$ cat config.mk
export PLATFORM = sky130hd
export DESIGN_NAME = fpq_ledn_pattern
export DESIGN_NICKNAME = d
export VERILOG_FILES = /design/src/rtl/fpq_led_pkg.sv /design/src/rtl/fpq_tick_gen.sv /design/src/rtl/fpq_ledn_pattern.sv
export SDC_FILE = /design/constraint.sdc
export NUM_CORES = 1
export LEC_CHECK = 0
export ABC_AREA = 1
export CORE_ASPECT_RATIO = 1.5
export CORE_MARGIN = 4
export CORE_UTILIZATION = 61
export CTS_CLUSTER_SIZE = 10
export DETAILED_ROUTE_END_ITERATION = 8
export PLACE_DENSITY = 0.89
export REMOVE_ABC_BUFFERS = 1
export SLEW_MARGIN = 20
export SYNTH_ARGS = -nofsm -noshare
export SYNTH_HDL_FRONTEND = slang
export SYNTH_SLANG_ARGS = --single-unit
$ cat constraint.sdc
create_clock -name clk_50mhz -period 2.5 [get_ports clk_50mhz]
set_input_delay 0.25 -clock clk_50mhz [delete_from_list [all_inputs] [get_ports clk_50mhz]]
set_output_delay 0.25 -clock clk_50mhz [all_outputs]
set_load 0.05 [all_outputs]
$ cat src/rtl/fpq_led_pkg.sv
// rtl/fpq_led_pkg.sv - mode/speed encodings and seed helper for the LED pattern engine
package fpq_led_pkg;

  typedef enum logic [1:0] {
    MODE_ROT_L   = 2'b00,
    MODE_ROT_R   = 2'b01,
    MODE_BOUNCE  = 2'b10,
    MODE_JOHNSON = 2'b11
  } mode_e;

  typedef enum logic [1:0] {
    SPEED_X1 = 2'b00,
    SPEED_X2 = 2'b01,
    SPEED_X4 = 2'b10,
    SPEED_X8 = 2'b11
  } speed_e;

  localparam logic DIR_LEFT  = 1'b0;
  localparam logic DIR_RIGHT = 1'b1;

  // Widest LED bank the seed helper can describe; callers truncate to their width.
  localparam int LED_MAX = 64;

  // Pattern loaded when the engine switches into mode m on an n-LED bank.
  function automatic logic [LED_MAX-1:0] seed_of(input logic [1:0] m, input int n);
    logic [LED_MAX-1:0] s;
    s = '0;
    case (m)
      MODE_ROT_R:   s = {{(LED_MAX-1){1'b0}}, 1'b1} << (n - 1);
      MODE_JOHNSON: s = '0;
      default:      s = {{(LED_MAX-1){1'b0}}, 1'b1};
    endcase
    return s;
  endfunction

endpackage

$ cat src/rtl/fpq_tick_gen.sv
// rtl/fpq_tick_gen.sv - enabled counter with programmable terminal compare
module fpq_tick_gen #(
  parameter int W = 8
) (
  input  logic         clk,
  input  logic         rst_n,
  input  logic         en,
  input  logic [W-1:0] limit,
  output logic         hit
);

  logic [W-1:0] cnt;

  // >= rather than == so a limit lowered below the running count wraps on the next enabled cycle.
  assign hit = en && (cnt >= limit);

  // Count enabled cycles, wrap to zero on the terminal cycle, hold while disabled.
  always_ff @(posedge clk or negedge rst_n) begin
    if (!rst_n) begin
      cnt <= '0;
    end else if (hit) begin
      cnt <= '0;
    end else if (en) begin
      cnt <= cnt + W'(1);
    end
  end

endmodule

$ cat src/rtl/fpq_ledn_pattern.sv
// rtl/fpq_ledn_pattern.sv - N-LED pattern engine with free-running tick output (bounce mode under LEDPAT_BOUNCE_EN)
module fpq_ledn_pattern #(
  parameter int CLK_HZ  = 50_000_000,
  parameter int TICK_HZ = 1,
  parameter int N_LED   = 8
) (
  input  logic             clk_50mhz,
  input  logic             rst_n,
  input  logic             start,
  input  logic [1:0]       mode,
  input  logic [1:0]       speed,
  output logic             clk_1hz,
  output logic             step,
  output logic [N_LED-1:0] led
);

  import fpq_led_pkg::*;

  localparam int DIV = CLK_HZ / TICK_HZ;
  // One extra bit so DIV itself is representable before it is shifted by speed.
  localparam int CW = $clog2(DIV) + 1;
  localparam logic [CW-1:0] DIV_W    = CW'(DIV);
  localparam logic [CW-1:0] HALF_LIM = CW'(DIV / 2 - 1);

  logic             half_hit;
  logic             step_hit;
  logic [CW-1:0]    step_lim;
  logic [1:0]       mode_eff;
  logic [1:0]       mode_q;
  logic [1:0]       mode_nxt;
  logic [N_LED-1:0] led_seed;
  logic [N_LED-1:0] led_nxt;

  assign step_lim = (DIV_W >> speed) - CW'(1);
  assign led_seed = N_LED'(seed_of(mode_eff, N_LED));

`ifdef LEDPAT_BOUNCE_EN
  logic dir_q;
  logic dir_nxt;
  assign mode_eff = mode;
`else
  // Without bounce support, 10 behaves exactly like rotate-left, so 00<->10 is not a mode change.
  assign mode_eff = (mode == MODE_BOUNCE) ? MODE_ROT_L : mode;
`endif

  fpq_tick_gen #(.W(CW)) u_half_tick (
    .clk   (clk_50mhz),
    .rst_n (rst_n),
    .en    (1'b1),
    .limit (HALF_LIM),
    .hit   (half_hit)
  );

  fpq_tick_gen #(.W(CW)) u_step_tick (
    .clk   (clk_50mhz),
    .rst_n (rst_n),
    .en    (start),
    .limit (step_lim),
    .hit   (step_hit)
  );

  // Square wave toggles every half period regardless of run state.
  always_ff @(posedge clk_50mhz or negedge rst_n) begin
    if (!rst_n) begin
      clk_1hz <= 1'b0;
    end else if (half_hit) begin
      clk_1hz <= ~clk_1hz;
    end
  end

  // Next pattern: reseed on a mode change, otherwise advance according to the held mode.
  always_comb begin
    led_nxt  = led;
    mode_nxt = mode_q;
`ifdef LEDPAT_BOUNCE_EN
    dir_nxt  = dir_q;
`endif
    if (step_hit) begin
      if (mode_eff != mode_q) begin
        led_nxt  = led_seed;
        mode_nxt = mode_eff;
`ifdef LEDPAT_BOUNCE_EN
        dir_nxt  = DIR_LEFT;
`endif
      end else begin
        case (mode_q)
          MODE_ROT_R:   led_nxt = {led[0], led[N_LED-1:1]};
          MODE_JOHNSON: led_nxt = {led[N_LED-2:0], ~led[N_LED-1]};
`ifdef LEDPAT_BOUNCE_EN
          MODE_BOUNCE: begin
            // Turn around on the end bit within the same step so each end is lit only once.
            if (dir_q == DIR_LEFT) begin
              if (led[N_LED-1]) begin
                dir_nxt = DIR_RIGHT;
                led_nxt = led >> 1;
              end else begin
                led_nxt = led << 1;
              end
            end else begin
              if (led[0]) begin
                dir_nxt = DIR_LEFT;
                led_nxt = led << 1;
              end else begin
                led_nxt = led >> 1;
              end
            end
          end
`endif
          default:      led_nxt = {led[N_LED-2:0], led[N_LED-1]};
        endcase
      end
    end
  end

  // Pattern, held mode and step pulse all update on the terminal edge together.
  always_ff @(posedge clk_50mhz or negedge rst_n) begin
    if (!rst_n) begin
      led    <= N_LED'(1);
      mode_q <= MODE_ROT_L;
      step   <= 1'b0;
    end else begin
      led    <= led_nxt;
      mode_q <= mode_nxt;
      step   <= step_hit;
    end
  end

`ifdef LEDPAT_BOUNCE_EN
  // Bounce direction register.
  always_ff @(posedge clk_50mhz or negedge rst_n) begin
    if (!rst_n) begin
      dir_q <= DIR_LEFT;
    end else begin
      dir_q <= dir_nxt;
    end
  end
`endif

endmodule

-- Word level (Yosys, flattened, before mapping)
Cells that the tools add are included.
- register bits after elaboration: 66
- latch bits: 0
- RAM bits: 0
- memory bits (read-only): 0
- bits of input ports: 7
- output and inout port bits: 10
- memories: 0
- $add $sub $neg: 3
- multiply operators: 0
- div/mod/pow operators: 0
- magnitude comparators: 2
- equal/unequal tests: 6
- shift-type cells: 1
- multiplexer cells: 7
- bitwise operators: 2
- reduce and logical (&&, ||, !) cells: 3
- operators with widths (kind ; count):
    $mux 27 ; 3
    $add 27x1->27 const B ; 2
    $pmux 8 s2 ; 2
    $ge 27x25->1 const B ; 1
    $ge 27x27->1 ; 1
    $shr 26x2->27 const A ; 1
    $sub 27x1->27 const B ; 1
    $mux 8 ; 1
    $eq 2x2->1 const B ; 3
    $eq 2x1->1 const B ; 2
    $mux 2 ; 1
    $ne 2x2->1 ; 1
    $not 1->1 ; 2
    $reduce_and 2->1 ; 1
    $reduce_bool 2->1 ; 1
    $logic_and 1x1->1 ; 1

-- Depth between registers and ports, before layout
Gate-level depths: netlist (run 1).
- depth after elaboration: 5
- gate-level depth with buffers: 17
- mapped depth without buffers: 15

-- Modules after synthesis
A second synthesis (run 1) with hierarchy kept.
- cells, all modules: 782
- area, all modules: 5467.7 um^2
- by module, submodules not included (module ; times used ; cells each ; area an instance (um^2)):
    fpq_tick_gen at u_step_tick ; 1 ; 331 ; 2334.7
    fpq_tick_gen at u_half_tick ; 1 ; 331 ; 2326.0
    fpq_ledn_pattern ; 1 ; 120 ; 807.0

-- Worst setup path before layout (run 1)
OpenSTA, ideal clock, no wires.
- path kind: input-to-reg
- from: in speed[0]
- to: reg u_step_tick.cnt[12]
- setup time: 0.135 ns
- data arrival time: 1.991 ns
- data required time: 2.365 ns
- slack: 0.374 ns
- stages: 17
- cell sequence: inv_2 nand2_4 ha_1 ha_1 nand2_1 nor2_1 nand3_1 nand3_1 nand2_1 nand3_1 nand2_1 nand2_2 nand2_4 buf_12 inv_6 buf_12 nor2_4
- cells in the longest elaborated chain, start to end: 5
- RTL lines (element ; line ; RTL):
    start, declared ; fpq_ledn_pattern.sv:11 ; input logic [1:0] speed,
    $shr 26x2->27 * ; fpq_ledn_pattern.sv:34 ; assign step_lim = (DIV_W >> speed) - CW'(1);
    $sub 27x1->27 * ; fpq_ledn_pattern.sv:34 ;
    $ge 27x27->1 * ; fpq_tick_gen.sv:15 ; assign hit = en && (cnt >= limit);
    $logic_and 1x1->1 * ; fpq_tick_gen.sv:15 ;
    $mux 27 or $reduce_bool 2->1 (tied branches) ; -- ;
    end signal, assigned ; fpq_tick_gen.sv:24 ; cnt <= cnt + W'(1);
    end, declared ; fpq_tick_gen.sv:12 ; logic [W-1:0] cnt;
Mark *: on every way between the ends. The rest lies on a longest branch, timed or not.
A chain may end at the register's enable or synchronous reset.

-- Worst setup path after layout (run 1)
Ends and elaborated chain as after synthesis.

==> key figures, run 1 <==
GRT
  • Initial antenna violation count: 0
  • GRT Resource Usage Total: 0.249
  • First-pass GRT wire length: 16.4 mm
  • Largest net degree at the start of global routing: 40
  • Vias in the first global route: 3657
  • GRT overflow: 0

Critical path
  • Reg2reg setup slack: ~0.4 ns
  • Worst setup EP type: register
  • R2R cell count: 13
  • Crit start category: input port
  • CP Max Fanout: 9
  • Kind of critical path: input port to register
  • Worst EP required: approximately 2.7 ns
  • Critical Path AT: ~2.5 ns

Clocking
  • Clk buf depth: 2
  • Setup bufs post-CTS: 0
  • H-tree depth: 3
  • Clock Latency Late Sink: roughly 0.34 ns
  • CTS tree: yes
  • Num CTS Buffers: 9
  • Clock sinks: between 60 and 70
  • CTS root buffer: clkbuf_8
  • Clock slew at reported path FFs: about 0.07 ns

Die
  • Num rows: 37
  • Die Ht: 110 um
  • Die area: around 8400 um2
  • Core area: between 6000 and 7000 um2
  • Initial Utilization: 0.622
  • Die Width: about 76 um
  • I/O pin count: 17

Placement
  • Placed cell area: between 4000 and 5000 um2
  • # port buffers: 16
  • Post-Place Cells: about 640
  • GP Congestion: roughly 0.97
  • DP HPWL: between 7 and 8 mm

Run status
  • Outcome: finished clean

Synthesis
  • Register area share after synthesis: 0.388
  • Synth warn: 0
  • Mean post-synth cell area: approximately 8.0 um2
  • Post-synth ARST share: 1.00
  • #FFs+latches synth: 66
  • Distinct cells, synth: 40
  • Gate count after technology mapping: 531
  • Number of flops mapped to enable cells by yosys: 0
  • Post-synth top flop: dfrtp_1
  • Mapped Area: 4260 um2

Cells and area
  • Area grow syn2layout: 14.1%
  • Design area: 4860 um2
  • Final core occ: 0.710
  • Share of layout cells above drive strength 1: 0.126
  • Layout Nets: 601
  • Fin cells: approximately 660
  • Diodes inserted: 0

Timing
  • Min Tclk post-route: roughly 2.3 ns
  • Rel. slew slack: 0.560
  • RSZ-0062 raised after global routing: false
  • Worst Tran Pin Value: roughly 0.66 ns
  • Clk_skew: around 0.0074 ns
  • Final hold vios: 0
  • Final Setup Violations: 0
  • Max Freq: ~440 MHz
  • Fin crit share: 0.913
  • Slew Viols, Final: 0
  • WHS: 0.464 ns

Worst hold path
  • HP Class: register to register
  • Hold Crit Depth: 1

Drt
  • Total routed wirelength: 9.48 mm
  • Routed vias: approximately 3700
  • DRT iter0 DRCs: 247
  • Antenna Nets Post-Route: 0
  • Vias per Instance: 5.62
  • Post-route DRC: 0
  • Initial DRT Pass Iterations: 5
  • Post-DR wirelength/cell: ~14 um

Power
  • Leak: 2.24 nW
  • Max VDD drop: 439 uV
  • PD cells: between 400 and 500 nW/um2
  • Overall power consumption: ~0.0024 W

Flow run
  • Maxcap violations: 0
## per-layer routing
metal	GRT usage	routed length, um	vias to the layer above
li1	-	-	1806
met1	0.264	3650	1734
met2	0.451	4970	101
met3	0.0463	352	43
met4	0.167	511	0
met5	0	0	-
## sequential cells by signal (all words and copies together), names as in the netlist
register	cells
u_step_tick.cnt	27
led	8
u_half_tick.cnt	27
clk_1hz	1
mode_q	2
step	1
## through the flow
step / setup TNS [ns] / setup WS [ns]
after floorplan: 0 / 0.313
after global placement: -3.84 / -0.145
after detailed placement: -6.38 / -0.210
final: 0 / 0.217
after CTS: 0 / 0.153
after global routing: 0 / 0.0438
## critical path, cell delays in order
cell,delay [ns]
clkdlybuf4s50_1,0.45
inv_2,0.12
nand2_4,0.05
ha_1,0.29
ha_1,0.31
nand2_1,0.08
nor2_1,0.10
nand3_1,0.08
nand3_1,0.07
nand2_1,0.05
nand3_1,0.07
nand2_1,0.08
nand2_2,0.09
nand2_4,0.07
inv_6,0.14
buf_12,0.15
nor2_4,0.03
## cell usage in the layout, fill, tap and decap left out, types with 10 or more instances in the layout
cell type / synthesis / routed
clkdlybuf4s50_1: 0 / 14
nor2_1: 68 / 68
nor3_1: 23 / 23
dfrtp_1: 65 / 65
nand2_1: 105 / 105
o21ai_0: 18 / 18
inv_1: 61 / 61
ha_1: 21 / 21
nand3_1: 36 / 36
clkbuf_8: 0 / 11
a21oi_1: 13 / 13
nand4_1: 16 / 16
buf_4: 1 / 14
xnor2_1: 10 / 10
xor2_1: 24 / 24
nor2_4: 19 / 19
## synth_stat cells, types with 4 or more instances
cell     count  share of area
a21oi_1     13          0.015
nand2_1    105          0.092
xor2_1      24          0.049
nor3_1      23          0.027
nand3_1     36          0.042
nor3b_1      6          0.011
dfrtp_1     65           0.38
nand4_1     16          0.023
inv_1       61          0.054
ha_1        21          0.062
xnor2_1     10          0.021
nor4_1       4         0.0059
nor2_1      68          0.060
o21ai_0     18          0.021
nor2_4      19          0.050
## layout make-up
type	instances	area, um2
clock buffer	12	155
clock inverter	4	26.3
fill	495	1990
inverter	65	249
multi-input combinational	393	2270
sequential	66	1650
tap	78	97.6
timing repair buffer	38	413
## logic make-up (layout without fill, tap and decap cells)
group | count (synthesis) | after routing | share of synthesized area
other cells | 2 | 5 | 0.00176
xor+xnor | 34 | 34 | 0.0699
fa+ha+maj | 21 | 21 | 0.0617
mux | 1 | 1 | 0.00235
flops | 66 | 66 | 0.388
buf+inv | 75 | 119 | 0.0822
compound gates | 42 | 42 | 0.0567
simple gates | 290 | 290 | 0.338
## report_power, final
part / internal (W) / leakage, nW / total (W) / switching, W
combinational: 0.000143 / 1.25 / 0.000355 / 0.000212
clock: 0.000412 / 0.0924 / 0.000808 / 0.000396
sequential: 0.00112 / 0.892 / 0.00120 / 0.0000734
total: 0.00168 / 2.24 / 0.00236 / 0.000681
## worst paths after layout
kind,startpoint,end
worst max-delay path,speed[0],u_step_tick.cnt[12]
worst max register to register,u_step_tick.cnt[18],u_step_tick.cnt[12]
worst min-delay path,clk_1hz,clk_1hz
min in group asynchronous,rst_n,u_half_tick.cnt[10]
max in group asynchronous,rst_n,led[0]
worst min register to register,clk_1hz,clk_1hz
## what timing repair did
action,in CTS,in global routing
endpoints found under the setup margin,0,29
resized for setup,0,1
hold buffers,1,0
endpoints found under the hold margin,27,0
Power figures use the tool's default switching activity.
==> run 2: changes to the inputs <==
--- a/config.mk
+++ b/config.mk
@@ -9,7 +9,7 @@
 export CORE_ASPECT_RATIO = 1.5
 export CORE_MARGIN = 4
 export CORE_UTILIZATION = 61
-export CTS_CLUSTER_SIZE = 10
+export CTS_CLUSTER_SIZE = 8
 export DETAILED_ROUTE_END_ITERATION = 8
 export PLACE_DENSITY = 0.89
 export REMOVE_ABC_BUFFERS = 1
==> results of run 2 <==
No change in the layout: final DEF, timing and power equal those of run 1.
==> run 3: changes to the inputs <==
--- a/config.mk
+++ b/config.mk
@@ -8,12 +8,13 @@
 export ABC_AREA = 1
 export CORE_ASPECT_RATIO = 1.5
 export CORE_MARGIN = 4
-export CORE_UTILIZATION = 61
+export CORE_UTILIZATION = 63
 export CTS_CLUSTER_SIZE = 8
 export DETAILED_ROUTE_END_ITERATION = 8
-export PLACE_DENSITY = 0.89
+export PLACE_DENSITY = 0.9
 export REMOVE_ABC_BUFFERS = 1
 export SLEW_MARGIN = 20
 export SYNTH_ARGS = -nofsm -noshare
 export SYNTH_HDL_FRONTEND = slang
+export SYNTH_HIERARCHICAL = 1
 export SYNTH_SLANG_ARGS = --single-unit
==> constraint.sdc (replaced) <==
create_clock -name clk_50mhz -period 2.5 [get_ports clk_50mhz]
set_input_delay 0.75 -clock clk_50mhz [delete_from_list [all_inputs] [get_ports clk_50mhz]]
set_output_delay 0.75 -clock clk_50mhz [all_outputs]
set_load 0.05 [all_outputs]
==> run 3 against run 2 <==
- power is 82% higher
- clock skew hardly changed
- die area up 22%
- combinational power grew to 4.3 times the previous value
- worst setup slack worse by 0.26 ns
- the run now ends with negative setup slack left
- highest routed layer unchanged
- via count rose by 51%
- clock-buffer cell count up 1
- critical path type unchanged
- first-iteration DRC count grew 130%
- synthesized cell count increased by 47%
- sequential share of layout area decreased by 9.3 points
- fmax fell by 10%
- register-to-register slack got worse by 0.18 ns
==> key figures, run 3 <==
Run status
  • Outcome: finished with violations
  • Failing checks: negative setup slack

Synthesis
  • #FFs+latches synth: 66 (unchanged)
  • Post-synth ARST share: 1.00 (unchanged)
  • Number of flops mapped to enable cells by yosys: 0 (unchanged)
  • Mean post-synth cell area: 6.99 um2 (-13%)
  • Distinct cells, synth: 36 (-10%)
  • Share of the synthesized area in the top cell type: 0.297 (-0.0842)
  • Commonest cells post-synth: nand2_1 (194), inv_1 (151), nor2_1 (99)
  • Synth top area cells: dfrtp_1 (30%), nand2_1 (13%), ha_1 (13%)
  • Synth warn: 6 (+6)
  • Cell with the most instances after synthesis: nand2_1
  • Mapped Area: 5470 um2 (+28%)
  • Register area share after synthesis: 0.302 (-0.0856)
  • Gate count after technology mapping: 782 (+47%)
  • Biggest area consumer among synthesized cells: dfrtp_1
  • Post-synth top flop: dfrtp_1

Clocking
  • Clock sinks: 66 (unchanged)
  • Clock slew at reported path FFs: 0.05 ns (-0.02 ns)
  • Num CTS Buffers: 9 (unchanged)
  • H-tree depth: 3 (unchanged)
  • Clock Latency Late Sink: 0.34 ns (about the same)
  • Hold buffers post-CTS: 0 (-1)
  • CTS tree: yes
  • CTS root buffer: clkbuf_16
  • Clk buf depth: 2 (unchanged)

Critical path
  • Worst setup EP type: register
  • Worst R2R Start: u_half_tick/cnt[26]
  • Critical Path AT: 2.76 ns (+0.26 ns)
  • Critical path buffers and inverters: 6 (+2)
  • CP Depth: 16 (-1)
  • Worst Setup EP: u_step_tick/cnt[23]
  • Critical path's top delay family: simple AND/OR/NAND/NOR gates
  • Kind of critical path: input port to register
  • Reg2reg setup slack: 0.22 ns (-0.18 ns)
  • Worst path slowest cell: ha_1
  • R2R cell count: 10 (-3)
  • Worst EP required: 2.72 ns (about the same)
  • CP Max Fanout: 12 (+3)
  • Worst setup startpoint: speed[1]
  • R2r endpoint: clk_1hz
  • Worst stage delay on the critical path: 0.31 ns (-0.14 ns)
  • Crit start category: input port
  • Critical path, cell by cell: buf_12 -> buf_4 -> nor2_4 -> inv_1 -> ha_1 -> nand2_1 -> nor2_2 -> nand4_1 -> nor2_1 -> nand2_2 -> nand3_2 -> nand2_2 -> clkinv_4 -> buf_4 -> buf_4 -> nor2_1
  • Most used cell, CP: buf_4

GRT
  • Largest net degree at the start of global routing: 50 (+25%)
  • First-pass GRT wire length: 24.2 mm (+47%)
  • Initial antenna violation count: 0 (unchanged)
  • GRT Resource Usage Total: 0.292 (+0.0431)
  • Vias in the first global route: 5603 (+53%)
  • GRT overflow: 0 (unchanged)

Drt
  • DRT iter0 DRCs: 562 (+130%)
  • Post-DR wirelength/cell: 15.7 um (+8.5%)
  • Initial DRT Pass Iterations: 6 (+1)
  • Routed vias: 5576 (+51%)
  • Vias per Instance: 5.70 (+1.5%)
  • Antenna Nets Post-Route: 0 (unchanged)
  • Post-route DRC: 0 (unchanged)
  • Total routed wirelength: 15.3 mm (+62%)

Power
  • PD cells: 641 nW/um2 (+32%)
  • Max VDD drop: 482 uV (+9.7%)
  • NetSw: 0.00169 W (+150%)
  • Clk pwr share: 0.292 (-0.050)
  • Pint: 0.00259 W (+55%)
  • Combinational Power Share: 0.359 (+0.209)
  • Leak: 3.74 nW (+67%)
  • Flop pwr share: 0.349 (-0.158)
  • Sw Ratio: 0.395 (+0.106)

Cells and area
  • Final core occ: 0.790 (+0.0803)
  • Diodes inserted: 0 (unchanged)
  • Design area: 6690 um2 (+38%)
  • FILL cells: 523 (+5.7%)
  • Most common cell after layout, fill and taps aside: nand2_1
  • Most frequent cells in the layout: nand2_1 (181), inv_1 (138), nor2_1 (93), dfrtp_1 (65), ha_1 (47)
  • Area grow syn2layout: 22.3%
  • Largest registers: u_half_tick/cnt (27), u_step_tick/cnt (27), led (8)
  • Share of layout cells above drive strength 1: 0.158 (+0.0321)
  • Layout Nets: 931 (+55%)

Placement
  • GP Congestion: 0.930 (-3.7%)
  • Placed cell area: 6020 um2 (+29%)
  • DP HPWL: 10.3 mm (+41%)
  • # port buffers: 16 (unchanged)
  • Pre-CTS WS: -0.908 ns (-0.697 ns)

Timing
  • Setup TNS: -0.226 ns (-0.226 ns)
  • Worst Tran Pin Value: 0.528 ns (-0.132 ns)
  • Rel. slew slack: 0.647 (+0.0869)
  • Final Setup Violations: 13 (+13)
  • Final hold vios: 0 (unchanged)
  • WHS: 0.361 ns (-0.103 ns)
  • Max Freq: 394 MHz (-10%)
  • Clk_skew: 0.00761 ns (+0.000216 ns)
  • Min Tclk post-route: 2.54 ns (+0.256 ns)
  • RSZ-0062 raised after global routing: true
  • Worst Slack Setup Final: -0.0398 ns (-0.256 ns)
  • Slew Viols, Final: 0 (unchanged)
  • Fin crit share: 1.02 (+0.103)

Worst hold path
  • HP Class: input port to async pin

Flow run
  • Maxcap violations: 0 (unchanged)

Die
  • Die Ht: 122 um (+11%)
  • Initial Utilization: 0.646 (+0.0240)
  • Die Width: 84.1 um (+10%)
  • Num rows: 41 (+11%)
  • I/O pin count: 17 (unchanged)
  • Core area: 8460 um2 (+24%)
  • Die area: 10300 um2 (+22%)
## run 3: cell types whose count changed after synthesis, moves of 7 or more
cell	change
ha_1	+37
inv_1	+90
nand2_1	+89
nand3_1	+7
nand4_1	+10
nor2_1	+31
nor2_2	+9
nor2_4	-18
nor3_1	-13
o21ai_0	-14
o21ai_1	+8
xor2_1	+9
## run 3: kinds of logic after synthesis
kind of cell    after synthesis  share of synthesized area
buf+inv                     168                      0.120
flops                        66                      0.302
other cells                   2                    0.00137
xor+xnor                     43                     0.0689
fa+ha+maj                    58                      0.133
simple gates                405                      0.332
compound gates               40                     0.0428
## run 3: area by class of cell
type                       count  area, um2  share of cell area
clock inverter                 3       40.0             0.00599
timing repair buffer          40        419              0.0627
sequential                    66       1650               0.247
inverter                     160        617              0.0922
tap                          107        134              0.0200
clock buffer                  13        250              0.0374
multi-input combinational    589       3570               0.535
## run 3: how the worst min path moves through the flow
stage / cells after the start / end / startpoint / slack [ns]
floorplan: 0 / clk_1hz / rst_n / 0.45
CTS: 1 / u_step_tick/cnt[26] / rst_n / 0.36
global route: 1 / u_step_tick/cnt[26] / rst_n / 0.38
detailed placement: 1 / clk_1hz / clk_1hz / 0.53
global placement: 1 / clk_1hz / clk_1hz / 0.49
finish: 1 / u_step_tick/cnt[26] / rst_n / 0.36
## run 3: power groups by stage
stage          Sequential, W  Combinational (W)  Clock (W)
6_report             0.00150            0.00154    0.00125
5_1_grt              0.00151            0.00170    0.00131
4_1_cts              0.00148            0.00145    0.00125
3_5_place_dp         0.00149            0.00140          0
3_3_place_gp         0.00148            0.00134          0
2_1_floorplan        0.00166           0.000792          0
## run 3: layer usage
metal | up-vias | routed length, um | track usage
met5 | - | 0 | 0
met4 | 0 | 961 | 0.183
met3 | 106 | 765 | 0.0568
met2 | 296 | 8330 | 0.555
met1 | 2619 | 5280 | 0.283
li1 | 2555 | - | -
## run 3: per-stage QoR
step,instances,total power (W)
detailed placement,957,0.00289
global route,978,0.00452
floorplan,815,0.00245
finish,978,0.00429
global placement,957,0.00281
CTS,978,0.00419
## run 3: what timing repair did
item / 4_1_cts / 5_1_grt
pin swaps: 8 / 18
setup endpoints to repair: 38 / 36
cloned: 1 / 0
gates resized for setup: 36 / 54
buffers inserted: 4 / 0
## run 3: worst register-to-register path, cell delays in order, from the launching register on
cell and delay [ns]:
dfrtp_1 0.40, ha_1 0.30, nand2_1 0.08, inv_1 0.06
nand2_1 0.06, nor3_1 0.33, nand3_1 0.18, nand3_1 0.12
nand2_1 0.06, inv_2 0.38, xor2_1 0.23
